**src/rtl/axi4_burst_write_master_if.sv**
```systemverilog
// AXI4 write-only channel bundle (AW, W, B) between a burst write master and its slave.
interface axi4_burst_write_master_if #(
    parameter int ADDR_WIDTH = 32,
    parameter int DATA_WIDTH = 32,
    parameter int ID_WIDTH   = 4
);
    logic [ID_WIDTH-1:0]     awid;
    logic [ADDR_WIDTH-1:0]   awaddr;
    logic [7:0]              awlen;
    logic [2:0]              awsize;
    logic [1:0]              awburst;
    logic                    awlock;
    logic [3:0]              awcache;
    logic [2:0]              awprot;
    logic [3:0]              awqos;
    logic [3:0]              awregion;
    logic                    awuser;
    logic                    awvalid;
    logic                    awready;
    logic [DATA_WIDTH-1:0]   wdata;
    logic [DATA_WIDTH/8-1:0] wstrb;
    logic                    wlast;
    logic                    wuser;
    logic                    wvalid;
    logic                    wready;
    logic [ID_WIDTH-1:0]     bid;
    logic [1:0]              bresp;
    logic                    bvalid;
    logic                    bready;

    modport master (
        output awid, awaddr, awlen, awsize, awburst, awlock, awcache, awprot, awqos,
               awregion, awuser, awvalid, wdata, wstrb, wlast, wuser, wvalid, bready,
        input  awready, wready, bid, bresp, bvalid
    );

    modport slave (
        input  awid, awaddr, awlen, awsize, awburst, awlock, awcache, awprot, awqos,
               awregion, awuser, awvalid, wdata, wstrb, wlast, wuser, wvalid, bready,
        output awready, wready, bid, bresp, bvalid
    );
endinterface

```
**src/rtl/axi4_burst_write_master.sv**
```systemverilog
// Single-outstanding AXI4 INCR write master: one command + data stream -> one burst -> status.
module axi4_burst_write_master #(
    parameter int ADDR_WIDTH = 32,
    parameter int DATA_WIDTH = 32,
    parameter int ID_WIDTH   = 4,
    parameter int ID_VALUE   = 0
) (
    input  logic                  clk_i,
    input  logic                  rst_i,
    input  logic                  cmd_valid_i,
    output logic                  cmd_ready_o,
    input  logic [ADDR_WIDTH-1:0] cmd_addr_i,
    input  logic [7:0]            cmd_len_i,
    input  logic [DATA_WIDTH-1:0] s_data_i,
    input  logic                  s_valid_i,
    output logic                  s_ready_o,
    output logic                  done_valid_o,
    input  logic                  done_ready_i,
    output logic [1:0]            done_resp_o,
    output logic                  done_err_o,
    axi4_burst_write_master_if.master axi
);
    localparam int BYTES = DATA_WIDTH / 8;
    localparam int SIZE  = $clog2(BYTES);

    typedef enum logic [2:0] {IDLE, ADDR, DATA, RESP, DONE} state_e;

    state_e                state_q, state_d;
    logic [ADDR_WIDTH-1:0] addr_q, addr_d;
    logic [7:0]            len_q, len_d;
    logic [8:0]            cnt_q, cnt_d;
    logic [1:0]            resp_q, resp_d;
    logic                  err_q, err_d;

    // Byte offset one past the last beat within the 4KB page; 4096 exactly is still legal.
    logic [13:0] span, end_off;
    logic        reject;
    assign span    = 14'({6'd0, cmd_len_i} + 14'd1) << SIZE;
    assign end_off = {2'b00, cmd_addr_i[11:0]} + span;
    assign reject  = (|cmd_addr_i[SIZE-1:0]) || (end_off > 14'd4096);

    logic unused_bid;
    assign unused_bid = ^axi.bid;

    assign axi.awid     = ID_WIDTH'(ID_VALUE);
    assign axi.awaddr   = addr_q;
    assign axi.awlen    = len_q;
    assign axi.awsize   = 3'(SIZE);
    assign axi.awburst  = 2'b01;
    assign axi.awlock   = 1'b0;
    assign axi.awcache  = 4'b0011;
    assign axi.awprot   = 3'b000;
    assign axi.awqos    = 4'd0;
    assign axi.awregion = 4'd0;
    assign axi.awuser   = 1'b0;
    assign axi.wdata    = s_data_i;
    assign axi.wstrb    = '1;
    assign axi.wuser    = 1'b0;
    assign done_resp_o  = resp_q;
    assign done_err_o   = err_q;

    always_ff @(posedge clk_i) begin
        if (rst_i) begin
            state_q <= IDLE;
            addr_q  <= '0;
            len_q   <= '0;
            cnt_q   <= '0;
            resp_q  <= 2'b00;
            err_q   <= 1'b0;
        end else begin
            state_q <= state_d;
            addr_q  <= addr_d;
            len_q   <= len_d;
            cnt_q   <= cnt_d;
            resp_q  <= resp_d;
            err_q   <= err_d;
        end
    end

    always_comb begin
        state_d      = state_q;
        addr_d       = addr_q;
        len_d        = len_q;
        cnt_d        = cnt_q;
        resp_d       = resp_q;
        err_d        = err_q;
        cmd_ready_o  = 1'b0;
        s_ready_o    = 1'b0;
        done_valid_o = 1'b0;
        axi.awvalid  = 1'b0;
        axi.wvalid   = 1'b0;
        axi.wlast    = 1'b0;
        axi.bready   = 1'b0;
        case (state_q)
            IDLE: begin
                cmd_ready_o = !rst_i;
                if (cmd_valid_i) begin
                    addr_d = cmd_addr_i;
                    len_d  = cmd_len_i;
                    cnt_d  = '0;
                    resp_d = 2'b00;
                    err_d  = reject;
                    state_d = reject ? DONE : ADDR;
                end
            end
            ADDR: begin
                axi.awvalid = 1'b1;
                if (axi.awready) state_d = DATA;
            end
            DATA: begin
                // Stream is wired straight onto W; the slave's WREADY throttles the source.
                axi.wvalid = s_valid_i;
                s_ready_o  = axi.wready;
                axi.wlast  = (cnt_q == {1'b0, len_q});
                if (s_valid_i && axi.wready) begin
                    if (axi.wlast) state_d = RESP;
                    else           cnt_d   = cnt_q + 9'd1;
                end
            end
            RESP: begin
                axi.bready = 1'b1;
                if (axi.bvalid) begin
                    resp_d  = axi.bresp;
                    err_d   = 1'b0;
                    state_d = DONE;
                end
            end
            DONE: begin
                done_valid_o = 1'b1;
                if (done_ready_i) state_d = IDLE;
            end
            default: state_d = IDLE;
        endcase
    end
endmodule

```
**src/flat_wrapper.sv**
```systemverilog
// flat-port wrapper written by rule: the top's interface ports become plain ports
module axi4_burst_write_master_flat 
#(
    parameter int ADDR_WIDTH = 32,
    parameter int DATA_WIDTH = 32,
    parameter int ID_WIDTH   = 4,
    parameter int ID_VALUE   = 0
)
  (clk_i, rst_i, cmd_valid_i, cmd_ready_o, cmd_addr_i, cmd_len_i, s_data_i, s_valid_i, s_ready_o, done_valid_o, done_ready_i, done_resp_o, done_err_o, axi_awid, axi_awaddr, axi_awlen, axi_awsize, axi_awburst, axi_awlock, axi_awcache, axi_awprot, axi_awqos, axi_awregion, axi_awuser, axi_awvalid, axi_wdata, axi_wstrb, axi_wlast, axi_wuser, axi_wvalid, axi_bready, axi_awready, axi_wready, axi_bid, axi_bresp, axi_bvalid);
  axi4_burst_write_master_if #(.ADDR_WIDTH(ADDR_WIDTH), .DATA_WIDTH(DATA_WIDTH), .ID_WIDTH(ID_WIDTH)) axi_i ();
  input  logic clk_i;
  input  logic rst_i;
  input  logic cmd_valid_i;
  output logic cmd_ready_o;
  input  logic [ADDR_WIDTH-1:0] cmd_addr_i;
  input  logic [7:0] cmd_len_i;
  input  logic [DATA_WIDTH-1:0] s_data_i;
  input  logic s_valid_i;
  output logic s_ready_o;
  output logic done_valid_o;
  input  logic done_ready_i;
  output logic [1:0] done_resp_o;
  output logic done_err_o;
  output wire logic [$bits(axi_i.awid)-1:0] axi_awid;
  output wire logic [$bits(axi_i.awaddr)-1:0] axi_awaddr;
  output wire logic [$bits(axi_i.awlen)-1:0] axi_awlen;
  output wire logic [$bits(axi_i.awsize)-1:0] axi_awsize;
  output wire logic [$bits(axi_i.awburst)-1:0] axi_awburst;
  output wire logic [$bits(axi_i.awlock)-1:0] axi_awlock;
  output wire logic [$bits(axi_i.awcache)-1:0] axi_awcache;
  output wire logic [$bits(axi_i.awprot)-1:0] axi_awprot;
  output wire logic [$bits(axi_i.awqos)-1:0] axi_awqos;
  output wire logic [$bits(axi_i.awregion)-1:0] axi_awregion;
  output wire logic [$bits(axi_i.awuser)-1:0] axi_awuser;
  output wire logic [$bits(axi_i.awvalid)-1:0] axi_awvalid;
  output wire logic [$bits(axi_i.wdata)-1:0] axi_wdata;
  output wire logic [$bits(axi_i.wstrb)-1:0] axi_wstrb;
  output wire logic [$bits(axi_i.wlast)-1:0] axi_wlast;
  output wire logic [$bits(axi_i.wuser)-1:0] axi_wuser;
  output wire logic [$bits(axi_i.wvalid)-1:0] axi_wvalid;
  output wire logic [$bits(axi_i.bready)-1:0] axi_bready;
  input wire logic [$bits(axi_i.awready)-1:0] axi_awready;
  input wire logic [$bits(axi_i.wready)-1:0] axi_wready;
  input wire logic [$bits(axi_i.bid)-1:0] axi_bid;
  input wire logic [$bits(axi_i.bresp)-1:0] axi_bresp;
  input wire logic [$bits(axi_i.bvalid)-1:0] axi_bvalid;
  assign axi_awid = axi_i.awid;
  assign axi_awaddr = axi_i.awaddr;
  assign axi_awlen = axi_i.awlen;
  assign axi_awsize = axi_i.awsize;
  assign axi_awburst = axi_i.awburst;
  assign axi_awlock = axi_i.awlock;
  assign axi_awcache = axi_i.awcache;
  assign axi_awprot = axi_i.awprot;
  assign axi_awqos = axi_i.awqos;
  assign axi_awregion = axi_i.awregion;
  assign axi_awuser = axi_i.awuser;
  assign axi_awvalid = axi_i.awvalid;
  assign axi_wdata = axi_i.wdata;
  assign axi_wstrb = axi_i.wstrb;
  assign axi_wlast = axi_i.wlast;
  assign axi_wuser = axi_i.wuser;
  assign axi_wvalid = axi_i.wvalid;
  assign axi_bready = axi_i.bready;
  assign axi_i.awready = axi_awready;
  assign axi_i.wready = axi_wready;
  assign axi_i.bid = axi_bid;
  assign axi_i.bresp = axi_bresp;
  assign axi_i.bvalid = axi_bvalid;
  axi4_burst_write_master #(.ADDR_WIDTH(ADDR_WIDTH), .DATA_WIDTH(DATA_WIDTH), .ID_WIDTH(ID_WIDTH), .ID_VALUE(ID_VALUE)) u_core (.clk_i(clk_i), .rst_i(rst_i), .cmd_valid_i(cmd_valid_i), .cmd_ready_o(cmd_ready_o), .cmd_addr_i(cmd_addr_i), .cmd_len_i(cmd_len_i), .s_data_i(s_data_i), .s_valid_i(s_valid_i), .s_ready_o(s_ready_o), .done_valid_o(done_valid_o), .done_ready_i(done_ready_i), .done_resp_o(done_resp_o), .done_err_o(done_err_o), .axi(axi_i));
endmodule
```
**config.mk**
```make
export PLATFORM = sky130hd
export DESIGN_NAME = axi4_burst_write_master_flat
export DESIGN_NICKNAME = d
export VERILOG_FILES = /design/src/rtl/axi4_burst_write_master_if.sv /design/src/rtl/axi4_burst_write_master.sv /design/src/flat_wrapper.sv
export SDC_FILE = /design/constraint.sdc
export NUM_CORES = 1
export LEC_CHECK = 0
export BUFFER_PORTS_ARGS = -buffer_cell sky130_fd_sc_hd__buf_2
export CORE_MARGIN = 2
export CORE_UTILIZATION = 44
export DETAILED_ROUTE_END_ITERATION = 10
export HOLD_SLACK_MARGIN = 0.12
export PLACE_DENSITY = 0.88
export SETUP_SLACK_MARGIN = 0.15
export SLEW_MARGIN = 5
export SYNTH_ARGS = -nofsm -noshare
export SYNTH_HDL_FRONTEND = slang
export SYNTH_SLANG_ARGS = --single-unit
```
**constraint.sdc**
```tcl
create_clock -name clk_i -period 3 [get_ports clk_i]
set_input_delay 0.45 -clock clk_i [delete_from_list [all_inputs] [get_ports clk_i]]
set_output_delay 0.45 -clock clk_i [all_outputs]
set_load 0.02 [all_outputs]
```
; Word level (Yosys, flattened, before mapping)
; Cells that the tools add are included.
[op_classes]
n_lt_le_gt_ge = 1
n_mux = 25
addsub = 3
n_reduce_logical = 11
n_eq_ne = 12
[ops]
columns = cell, count
row1 = two-way mux 9 bit, 3
row2 = two-way mux 3 bit, 7
row3 = case mux 9 bit (2 select lines), 1
row4 = case mux 3 bit (5 select lines), 1
row5 = adder 12 x 14 -> 14 bit, 1
row6 = > comparator 14 x 13 -> 1 bit (second input constant), 1
row7 = != test 2 bit (second input constant), 5
row8 = adder 8 x 1 -> 9 bit (second input constant), 1
row9 = adder 9 x 1 -> 9 bit (second input constant), 1
row10 = == test 9 x 8 -> 1 bit, 1
row11 = two-way mux 1 bit, 9
row12 = == test 3 x 2 -> 1 bit (second input constant), 2
row13 = AND reduction 6 bit, 1
row14 = two-way mux 2 bit, 2
row15 = != test 2 x 1 -> 1 bit (second input constant), 2
row16 = case mux 2 bit (2 select lines), 1
row17 = AND reduction 4 bit, 1
row18 = nonzero test 2 bit, 2
row19 = == test 3 x 1 -> 1 bit (second input constant), 1
row20 = == test 3 bit (second input constant), 1
row21 = logical NOT 3 bit, 1
row22 = AND reduction 3 bit, 1
row23 = case mux 1 bit (2 select lines), 1
row24 = AND reduction 2 bit, 1
row25 = other kinds (4), 4
[word_totals]
out_inout_bits = 113
wordCells = 58
register_bits = 55
inputBits = 86

; Depth between registers and ports, before layout
; Gate-level depths: netlist (run 1).
[depth]
depth_word = 7
ltp_mapped = 11
mapped_depth_nobuf = 11

; Worst setup path after synthesis (run 1)
; OpenSTA, ideal clock, no wires.
[synth_path]
path_type = input port to flip-flop
from = input cmd_len_i[4]
to = register u_core.state_q[2]
arrival_ns = 2.370
setup_slack_ns = 0.494
path_buffers = 0
t_required_ns = 2.864
setup_ns = 0.136
path_stages = 10
cell_sequence = and3_1 > nand3_1 > or2_2 > xnor2_1 > ha_1 > a21oi_1 > o21ai_0 > and3_1 > o31ai_1 > o211ai_1
[synth_via]
elab_chain_cells = 7
[synth_rtl]
columns = item, line_no
row1 = start: declaration, flat_wrapper.sv:16  ; input logic [7:0] cmd_len_i;
row2 = adder 8 x 1 -> 9 bit, axi4_burst_write_master.sv:38  ; assign span = 14'({6'd0, cmd_len_i} + 14'd1) << SIZE;
row3 = adder 12 x 14 -> 14 bit, axi4_burst_write_master.sv:39  ; assign end_off = {2'b00, cmd_addr_i[11:0]} + span;
row4 = > comparator 14 x 13 -> 1 bit, axi4_burst_write_master.sv:40  ; assign reject = (|cmd_addr_i[SIZE-1:0]) || (end_off > 14'd4096);
row5 = logical OR 1 bit, axi4_burst_write_master.sv:40
row6 = two-way mux 3 bit, axi4_burst_write_master.sv:103  ; state_d = reject ? DONE : ADDR;
row7 = two-way mux 3 bit, axi4_burst_write_master.sv:97  ; if (cmd_valid_i) begin
row8 = case mux 3 bit (5 select lines), axi4_burst_write_master.sv:94  ; case (state_q)
row9 = end signal: assignment, axi4_burst_write_master.sv:71  ; state_q <= state_d;
row10 = end: declaration, axi4_burst_write_master.sv:28  ; state_e state_q, state_d;
; Every way passes these cells. The select of a mux whose other input is x is not followed.
; A chain may end at the register's enable or synchronous reset.

; Worst setup path in the final report (run 1)
; Same ends and word-level chain as after synthesis.

==> results of run 1 <==
==> registers in the layout, summed over array words and instances, names as in the netlist <==
name / cells
u_core.cnt_q: 9
u_core.axi.awaddr: 32
u_core.axi.awlen: 8
u_core.done_err_o: 1
u_core.state_q: 3
u_core.done_resp_o: 2
==> routing by layer <==
metal	GRT usage, %	part of all wire (%)	up-vias	routed length, µm
met3	6.010	8.5	51	661
met5	0	0	-	0
li1	-	-	1440	-
met1	22.10	42	1336	3238
met2	30.29	46	152	3551
met4	10.61	4.4	0	341
==> per-stage QoR <==
step	util (%)	total power, mW	setup WS, ps	cells
after detailed placement	48.06	1.322	98.42	575
after global routing	49.47	1.886	166.2	582
after global placement	48.06	1.303	221.7	575
final	49.47	1.783	386.1	582
after floorplan	-	1.264	493.9	454
after CTS	49.47	1.797	415.1	582
==> synth_stat cells, types with 5 or more instances <==
cell      instances  area (µm²)
xor2_1           19       166.4
dfxtp_1          55        1101
clkbuf_1          5       18.77
buf_2            10       50.05
nand2b_1          5       31.28
ha_1             12       150.1
and3_1            8       50.05
inv_1             5       18.77
nand2_1          93       349.1
nor2_1           29       108.9
a21oi_1          49       245.2
o21ai_0           6       30.03
buf_4            64       480.5
nand3_1           5       25.02
==> final cells by class <==
class	instances	area, µm²
fillers	713	3685
multi-input cells	313	1735
flip-flops and latches	55	1101
repair buffers	103	525.5
well taps	99	123.9
clock buffers	6	72.57
clock inverters	1	30.03
inverters	5	18.77
==> logic make-up (layout without fill, tap and decap cells) <==
family | Yosys count | count (layout) | share of synthesized area [%]
flops | 55 | 55 | 33.18
xor+xnor | 23 | 23 | 6.071
other cells | 2 | 31 | 0.2263
mux | 2 | 2 | 0.6033
simple gates | 164 | 164 | 22.59
buf+inv | 86 | 115 | 17.80
fa+ha+maj | 13 | 13 | 5.128
compound gates | 80 | 80 | 14.40
==> power breakdown <==
part	switching, mW	internal (mW)
sequential	0.0348	0.780
clock	0.228	0.245
combinational	0.326	0.169
==> worst max-delay path, delay by kind of cell <==
kind / cells / cell delay, ps
fa+ha+maj: 1 / 330
simple gates: 4 / 720
xor+xnor: 1 / 130
compound gates: 5 / 1040
buf+inv: 1 / 130
==> worst max-delay path by stage <==
stage | endpoint | cells past startpoint
2_1_floorplan | u_core.state_q[2] | 10
3_3_place_gp | u_core.state_q[2] | 12
3_5_place_dp | u_core.state_q[2] | 12
4_1_cts | u_core.state_q[2] | 12
5_1_grt | u_core.state_q[2] | 12
6_report | u_core.state_q[2] | 12
==> impl_results.md, run 1 <==
- Status: complete, no violations
- First-pass GRT wire length: 12,960 µm
- Worst EP arrival: ~2800 ps
- Drc violations: 0
- Area growth, synth to finish: 8.710%
- Hold buffer count at CTS: 0
- Count of different cell masters after synthesis: 49
- Syn avg cell area: 7.807 µm²
- Diode count: 0
- Dpl hpwl: 5931 µm
- Most frequent cells in the layout: buf_2 (99), nand2_1 (93), dfxtp_1 (55), a21oi_1 (49), conb_1 (31)
- CTS tree: built
- Post_cts resized: 0
- Setup CP Type: in -> reg
- CP Capture Type: register
- Die Wd: 90.84 µm
- Clock Sinks: 55
- Rows: 31
- Postcts setup bufs: 0
- Final number of setup-violating endpoints: 0
- Worst r2r src: u_core.state_q[1]
- RSZ-0062 raised after global routing: no
- CP startpoint: cmd_len_i[4]
- Synth Warn #: 0
- Fin nets: just under 600
- DR pass1 iterations: 4
- Worst stage delay on the critical path: 430 ps
- DIE AREA: 8252 µm²
- Post-synthesis sequential area ratio: 33.18%
- Clk buf depth: 2
- Pins Over Slew Limit: 0
- WL/cell: between 10 and 15 µm
- Synthesized area: between 3000 and 4000 µm²
- Hold Path Class: in -> reg
- Number of buffer cells added on primary ports: 99
- Iter 0 DRT Violations: 178
- Antenna violations before repair: 0
- GRT Residual Overflow: 0
- Vias per cell: between 5 and 6
- Largest net degree at the start of global routing: 44
- Final setup skew: 5.172 ps
- Final cycle utilization of the critical path: between 80% and 90%
- WP data required: 3170 ps
- Layout cells sized above 1: 23.81%
- Reg2reg path depth: 6
- Clock Pin Slew Worst Setup and Hold Paths: 90 ps
- Final Cell Area: about 3600 µm²
- Slowest stage cell, crit path: a2111oi_0
- # IOs: 199
- Die Y: 90.84 µm
- Lkg Pwr: 1.721 nW
- Starting density of the core: 45.50%
- R2r setup slk: 1120 ps
- Antenna-violating nets left: 0
- TNS Setup: 0 ps
- WHS: 373.2 ps
- Fraction of registers with async set/reset: 0%
- R2r endpoint: u_core.cnt_q[8]
- Worst Hold Depth: 3
- WL final: 7793 µm
- Htree depth: 2
- PD cells: roughly 490 nW/µm²
- Hold Path Sink: u_core.axi.awaddr[20]
- Slew headroom: 64.62%
- Worst-Margin Slew: 530.7 ps
- Post-synth EDFFs: 0
- Max cap viols: 0
- CP startpoint kind: input port
- Fmax: 382.6 MHz
- CTS root buffer: clkbuf_8
- Primary flip-flop cell chosen by synthesis mapping: dfxtp_1
- Post-synthesis instance total: 425
- Core Region: 7292 µm²
- Total GRT Usage: a little under a fifth
- #FFs+latches synth: 55
- Insertion delay to the later sink of the worst-skew pair: 300 ps
- Crit path max fanout: 4
- Global placer's final weighted congestion: 0.8960
- Hold Vio Cnt, Final: 0
- Most common cell after layout, fill and taps aside: buf_2
- Crit-path cells: buf_2 > and3_1 > nand3_1 > or2_2 > xnor2_1 > ha_1 > nand2b_1 > a21oi_1 > a2111oi_0 > o2111ai_1 > o21ai_1 > o211ai_1
- Placed cell area: 3505 µm²
- Final min period: between 2000 and 3000 ps
- Total number of vias: 2,979
- Max rail drop VDD: about 0.24 mV
- CTS Buf Count: 5
- HP Start: cmd_addr_i[20]
- Vias in the first global route: 2,830
Power figures use the tool's default switching activity.
==> inputs of run 2 (changes only) <==
Settings changed: CELL_PAD_IN_SITES_DETAIL_PLACEMENT from default to 1, CELL_PAD_IN_SITES_GLOBAL_PLACEMENT from default to 2, CORE_UTILIZATION 44 to 22, PLACE_DENSITY 0.88 to 0.86.
==> impl_results.md, run 2 (same netlist as run 1, synthesis figures left out) <==
- Status: finished with violations
- Failing checks: design-rule violations
- Setup CP Type: in -> reg
- Vias in the first global route: 3,039 (+7.4%)
- Hold buffer count at CTS: 0 (unchanged)
- Hold Vio Cnt, Final: 0 (unchanged)
- Core Region: 14,640 µm² (+100%)
- Number of flip-flops in the largest register: 32 (unchanged)
- Fmax: 384.6 MHz (+0.53%)
- CTS root buffer: clkbuf_16
- DIE AREA: 16,080 µm² (+95%)
- Die Wd: 126.8 µm (+40%)
- CTS Buf Count: 5 (unchanged)
- Crit path max fanout: 4 (unchanged)
- Iter 0 DRT Violations: 71 (-60%)
- Max cap viols: 0 (unchanged)
- Clock Pin Slew Worst Setup and Hold Paths: 80 ps (about the same)
- Vias per cell: 4.449 (-13%)
- CP Capture Type: register
- Rows: 44 (+42%)
- GRT Residual Overflow: 0 (unchanged)
- Placed Cells: 661 (+15%)
- Most common cell after layout, fill and taps aside: buf_2
- Largest net degree at the start of global routing: 32 (-27%)
- Htree depth: 2 (unchanged)
- Worst stage delay on the critical path: 340 ps (-90 ps)
- CP startpoint kind: input port
- Antenna violations before repair: 1 (+1)
- Post-route insts no fill: 670 (+15%)
- RSZ-0062 raised after global routing: no
- Hold Path Class: in -> reg
- Fin nets: 583 (+0.17%)
- Clock Sinks: 55 (unchanged)
- Postcts setup bufs: 0 (unchanged)
- Total GRT Usage: 12.15% (-6.7 points)
- Post_cts resized: 0 (unchanged)
- R2r setup slk: 1040 ps (-80 ps)
- Clk buf depth: 2 (unchanged)
- Fillcell total: 1,831 (+160%)
- Max rail drop VDD: 0.2192 mV (-9.3%)
- WL/cell: 14.33 µm (+7.0%)
- Pins Over Slew Limit: 0 (unchanged)
- Final min period: 2600 ps (-13.67 ps)
- Starting density of the core: 22.66% (-23 points)
- Area growth, synth to finish: 13.84%
- Die Y: 126.8 µm (+40%)
- Global placer's final weighted congestion: 0.8218 (-8.3%)
- Number of buffer cells added on primary ports: 99 (unchanged)
- Final cycle utilization of the critical path: 86.67% (-0.46 points)
- Final number of setup-violating endpoints: 0 (unchanged)
- WL final: 9601 µm (+23%)
- Drc violations: 2 (+2)
- Crit-path cells: buf_2 > and3_1 > nand3_1 > or2_2 > xnor2_1 > ha_1 > a21oi_1 > o21ai_0 > a41oi_1 > nor3_1 > o31ai_1 > o211ai_1
- Dpl hpwl: 7594 µm (+28%)
- Final setup skew: 13.29 ps (+8.121 ps)
- PD cells: 516.9 nW/µm² (+4.6%)
- Slowest stage cell, crit path: a41oi_1
- WP data required: 3180 ps (about the same)
- TNS Setup: 0 ps (unchanged)
- Total number of vias: 2,981 (+0.067%)
- Layout cells sized above 1: 24.12% (+0.31 points)
- First-pass GRT wire length: 15,550 µm (+20%)
- Lkg Pwr: 1.752 nW (+1.8%)
- Slew headroom: 66.35% (+1.7 points)
- Worst-Margin Slew: 503.1 ps (-27.66 ps)
- DR pass1 iterations: 7 (+3)
- Insertion delay to the later sink of the worst-skew pair: 310 ps (about the same)
- CTS tree: built
- Most frequent cells in the layout: buf_2 (99), nand2_1 (93), dfxtp_1 (55), a21oi_1 (49), conb_1 (31)
- Antenna-violating nets left: 0 (unchanged)
- Worst EP arrival: 2790 ps (about the same)
- # IOs: 199 (unchanged)
-- run 2: path summary, 6_finish.rpt --
kind / start / endpoint / cells past startpoint
max: cmd_len_i[4] / u_core.state_q[2] / 12
min: cmd_addr_i[26] / u_core.axi.awaddr[26] / 3
max reg2reg: u_core.state_q[1] / u_core.cnt_q[5] / 6
min reg2reg: u_core.axi.awaddr[26] / u_core.axi.awaddr[26] / 2
-- run 2: critical path, delay by kind of cell --
kind	cells	cell delay (ps)
fa+ha+maj	1	320
xor+xnor	1	130
simple gates	4	690
compound gates	5	1060
buf+inv	1	130
-- run 2: layer usage --
layer  track usage (%)  up-vias  wire length, µm
met3             4.218        9              784
met2             19.89       98             4485
li1                  -     1453                -
met5                 0        -                0
met4             4.331        0              110
met1             14.82     1421             4221
-- run 2: stage by stage --
stage | utilization (%) | hold slack (ps) | instance area [µm²] | total power, mW | setup slack, ps
global placement | 24.71 | 441.0 | 3618 | 1.333 | 92.26
detailed placement | 24.71 | 447.4 | 3618 | 1.344 | 61.23
CTS | 25.78 | 363.7 | 3775 | 1.999 | 405.3
floorplan | - | 479.8 | 3427 | 1.264 | 493.9
global route | 25.78 | 381.5 | 3775 | 2.081 | 152.7
finish | 25.79 | 381.8 | 3777 | 1.953 | 399.8
-- run 2: power breakdown --
group | leakage, nW | internal, mW | switching (mW)
Combinational | 1.22 | 0.171 | 0.333
Clock | 0.0772 | 0.357 | 0.276
Sequential | 0.450 | 0.780 | 0.0354
Total | 1.75 | 1.31 | 0.645
-- run 2: cell type report --
class,count,area [µm²],area share (%)
antenna,1,2.502,0.06625
multi-input combinational,313,1735,45.94
inverter,5,18.77,0.4969
sequential,55,1101,29.15
timing repair buffer,104,533.0,14.11
clock buffer,8,156.4,4.140
tap,184,230.2,6.095
==> inputs of run 3 (changes only) <==
Settings changed: CORE_UTILIZATION 22 to 20, PLACE_DENSITY 0.86 to 0.83.
Clock period 3 ns to 2.1 ns, I/O delays scaled along.
==> impl_results.md, run 3 (same netlist as run 1, synthesis figures left out) <==
- Status: complete, no violations
- Largest net degree at the start of global routing: 44 (+38%)
- Sw Pwr: 1.065 mW (+65%)
- Worst EP arrival: 2260 ps (-530 ps)
- R2r setup slk: 90 ps (-950 ps)
- Most common cell after layout, fill and taps aside: buf_2
- Iter 0 DRT Violations: 91 (+28%)
- Lkg Pwr: 1.974 nW (+13%)
- Placed cell area: 3857 µm² (+6.6%)
- Hold Path Class: in -> reg
- Hold buffer count at CTS: 0 (unchanged)
- Diode count: 0 (-1)
- Antenna-violating nets left: 0 (unchanged)
- Fin nets: 616 (+5.7%)
- Reg2reg path depth: 11 (+5)
- Drc violations: 0 (-2)
- Top delay family on crit path: compound AO/OA/AOI/OAI gates
- Antenna violations before repair: 0 (-1)
- WL/cell: 14.93 µm (+4.2%)
- Max rail drop VDD: 0.3060 mV (+40%)
- Setup CP Type: in -> reg
- Clock Sinks: 55 (unchanged)
- CP startpoint kind: input port
- Clk pwr share: 30.0% (-2.4 points)
- Insertion delay to the later sink of the worst-skew pair: 310 ps (about the same)
- PD cells: 674.1 nW/µm² (+30%)
- Pre-CTS setup slack: -660.0 ps (-721.2 ps)
- Crit path max fanout: 4 (unchanged)
- Vias per cell: 4.210 (-5.4%)
- Final core utilization: 27.20% (+1.4 points)
- Clk buf depth: 2 (unchanged)
- Slew headroom: 61.80% (-4.6 points)
- WL final: 11,020 µm (+15%)
- Starting density of the core: 20.22% (-2.4 points)
- Hold Vio Cnt, Final: 0 (unchanged)
- Layout cells sized above 1: 38.22% (+14 points)
- Fmax: 479.3 MHz
- Pins Over Slew Limit: 0 (unchanged)
- Number of buffer cells added on primary ports: 99 (unchanged)
- Clock Pin Slew Worst Setup and Hold Paths: 80 ps (about the same)
- Slowest stage cell, crit path: a2111oi_4
- Tot Pwr: 3.008 mW (+54%)
- Final setup margin: 13.72 ps (-386.0 ps)
- Hold Path Sink: u_core.axi.awaddr[22]
- DIE AREA: 17,640 µm² (+9.7%)
- Gate power share: 31.5% (+5.7 points)
- Vias in the first global route: 3,122 (+2.7%)
- Max cap viols: 0 (unchanged)
- Crit path top cell by count: o211ai_1
- CP Capture Type: register
- CTS root buffer: clkbuf_16
- CTS tree: built
- Post-route insts no fill: 738 (+10%)
- Worst Hold Depth: 3 (unchanged)
- WP data required: 2270 ps (-910 ps)
- RSZ-0062 raised after global routing: yes
- Dpl hpwl: 8053 µm (+6.0%)
- Worst stage delay on the critical path: 340 ps (about the same)
- Crit-path cells: buf_8 > and3_4 > nand3_4 > buf_6 > xnor2_4 > ha_4 > nand2b_4 > o211ai_1 > a2111oi_4 > o2111ai_2 > o21ai_2 > o211ai_1
- Switching Share: 35.40% (+2.4 points)
- Flop pwr share: 38.5% (-3.3 points)
- Most frequent cells in the layout: buf_2 (96), nand2_1 (91), dfxtp_1 (48), a21oi_1 (46), conb_1 (31)
- Number of flip-flops in the largest register: 32 (unchanged)
- Final min period: 2086 ps
- GRT Residual Overflow: 0 (unchanged)
- Area growth, synth to finish: 34.50%
- # IOs: 199 (unchanged)
- Total number of vias: 3,107 (+4.2%)
- Worst r2r src: u_core.cnt_q[7]
- Final number of setup-violating endpoints: 0 (unchanged)
- DR pass1 iterations: 4 (-3)
- R2r endpoint: u_core.cnt_q[8]
- Final cycle utilization of the critical path: between 90 and 100%
- Htree depth: 2 (unchanged)
- Placed Cells: 718 (+8.6%)
- HP Start: cmd_addr_i[22]
- Die Wd: 132.8 µm (+4.7%)
- Final Cell Area: 4463 µm² (+18%)
- Die Y: 132.8 µm (+4.7%)
- Core Region: 16,410 µm² (+12%)
- Global placer's final weighted congestion: 0.8293 (+0.91%)
- Fillcell total: 1,988 (+8.6%)
- Rows: 47 (+6.8%)
- First-pass GRT wire length: 16,930 µm (+8.9%)
- Final setup skew: 5.483 ps (-7.810 ps)
- Worst-Margin Slew: 573.0 ps (+69.90 ps)
- CP bufs+invs: 2 (+1)
- CTS Buf Count: 5 (unchanged)
- Internal: 1.944 mW (+49%)
- Total GRT Usage: 12.12% (-0.037 points)
-- run 3: cell count changes in the layout (fill, tap and decap cells not counted), moves of 4 or more --
cell     previous run  this run
dfxtp_1            55        48
o21ai_2             0         4
buf_6               0         7
dfxtp_2             0         6
ha_4                0         7
ha_1               12         3
nor2_1             29        25
buf_4               5        30
-- run 3: worst max path at each step --
stage / from / end / slack (ps) / cells past startpoint
6_report: cmd_len_i[0] / u_core.state_q[2] / 10 / 12
3_3_place_gp: cmd_len_i[1] / u_core.state_q[2] / -550 / 12
4_1_cts: cmd_len_i[1] / u_core.state_q[2] / 40 / 9
2_1_floorplan: cmd_len_i[4] / u_core.state_q[2] / -170 / 11
3_5_place_dp: cmd_len_i[0] / u_core.state_q[2] / -660 / 9
5_1_grt: cmd_len_i[0] / u_core.state_q[2] / -80 / 12
-- run 3: tightest hold or removal path: cells and delay by family --
family	cells	cell delay, ps
AND/OR/NAND/NOR	1	40
buffers and inverters	1	90
AO/OA/AOI/OAI	1	50
-- run 3: final cells by class --
| class | instances | area [µm²] | share of cell area, % |
|---|---|---|---|
| tap | 220 | 275.3 | 6.168 |
| sequential | 55 | 1112 | 24.92 |
| inverter | 5 | 18.77 | 0.4205 |
| clock buffer | 5 | 125.1 | 2.803 |
| multi-input combinational | 313 | 2049 | 45.92 |
| timing repair buffer | 137 | 854.6 | 19.15 |
| clock inverter | 3 | 27.53 | 0.6168 |
-- run 3: repair_timing --
item | CTS | global route
pin swaps | 18 | 13
resized for setup | 38 | 35
endpoints found under the setup margin | 4 | 13
buffers inserted | 7 | 4
hold endpoints to repair | 0 | 0
gates cloned | 0 | 1
-- run 3: per-layer routing --
metal	routed length, µm	vias up	track usage (%)
li1	-	1506	-
met1	4423	1484	13.74
met2	5621	101	21.04
met3	722	16	4.176
met4	248	0	4.421
met5	0	-	0
-- run 3: metrics by stage --
| stage | TNS [ps] | hold WS, ps |
|---|---|---|
| 6_report | 0 | 242.8 |
| 5_1_grt | -318.1 | 232.4 |
| 4_1_cts | 0 | 229.2 |
| 3_3_place_gp | -1550 | 440.7 |
| 2_1_floorplan | -417.9 | 451.0 |
| 3_5_place_dp | -1831 | 448.6 |
-- run 3: power by group through the flow --
stage          combinational [mW]  clock [mW]  sequential, mW
6_report                    0.947       0.902            1.16
4_1_cts                     0.892       0.948            1.16
5_1_grt                      1.03       0.983            1.17
3_3_place_gp                0.778           0            1.18
3_5_place_dp                0.798           0            1.18
2_1_floorplan               0.549           0            1.26
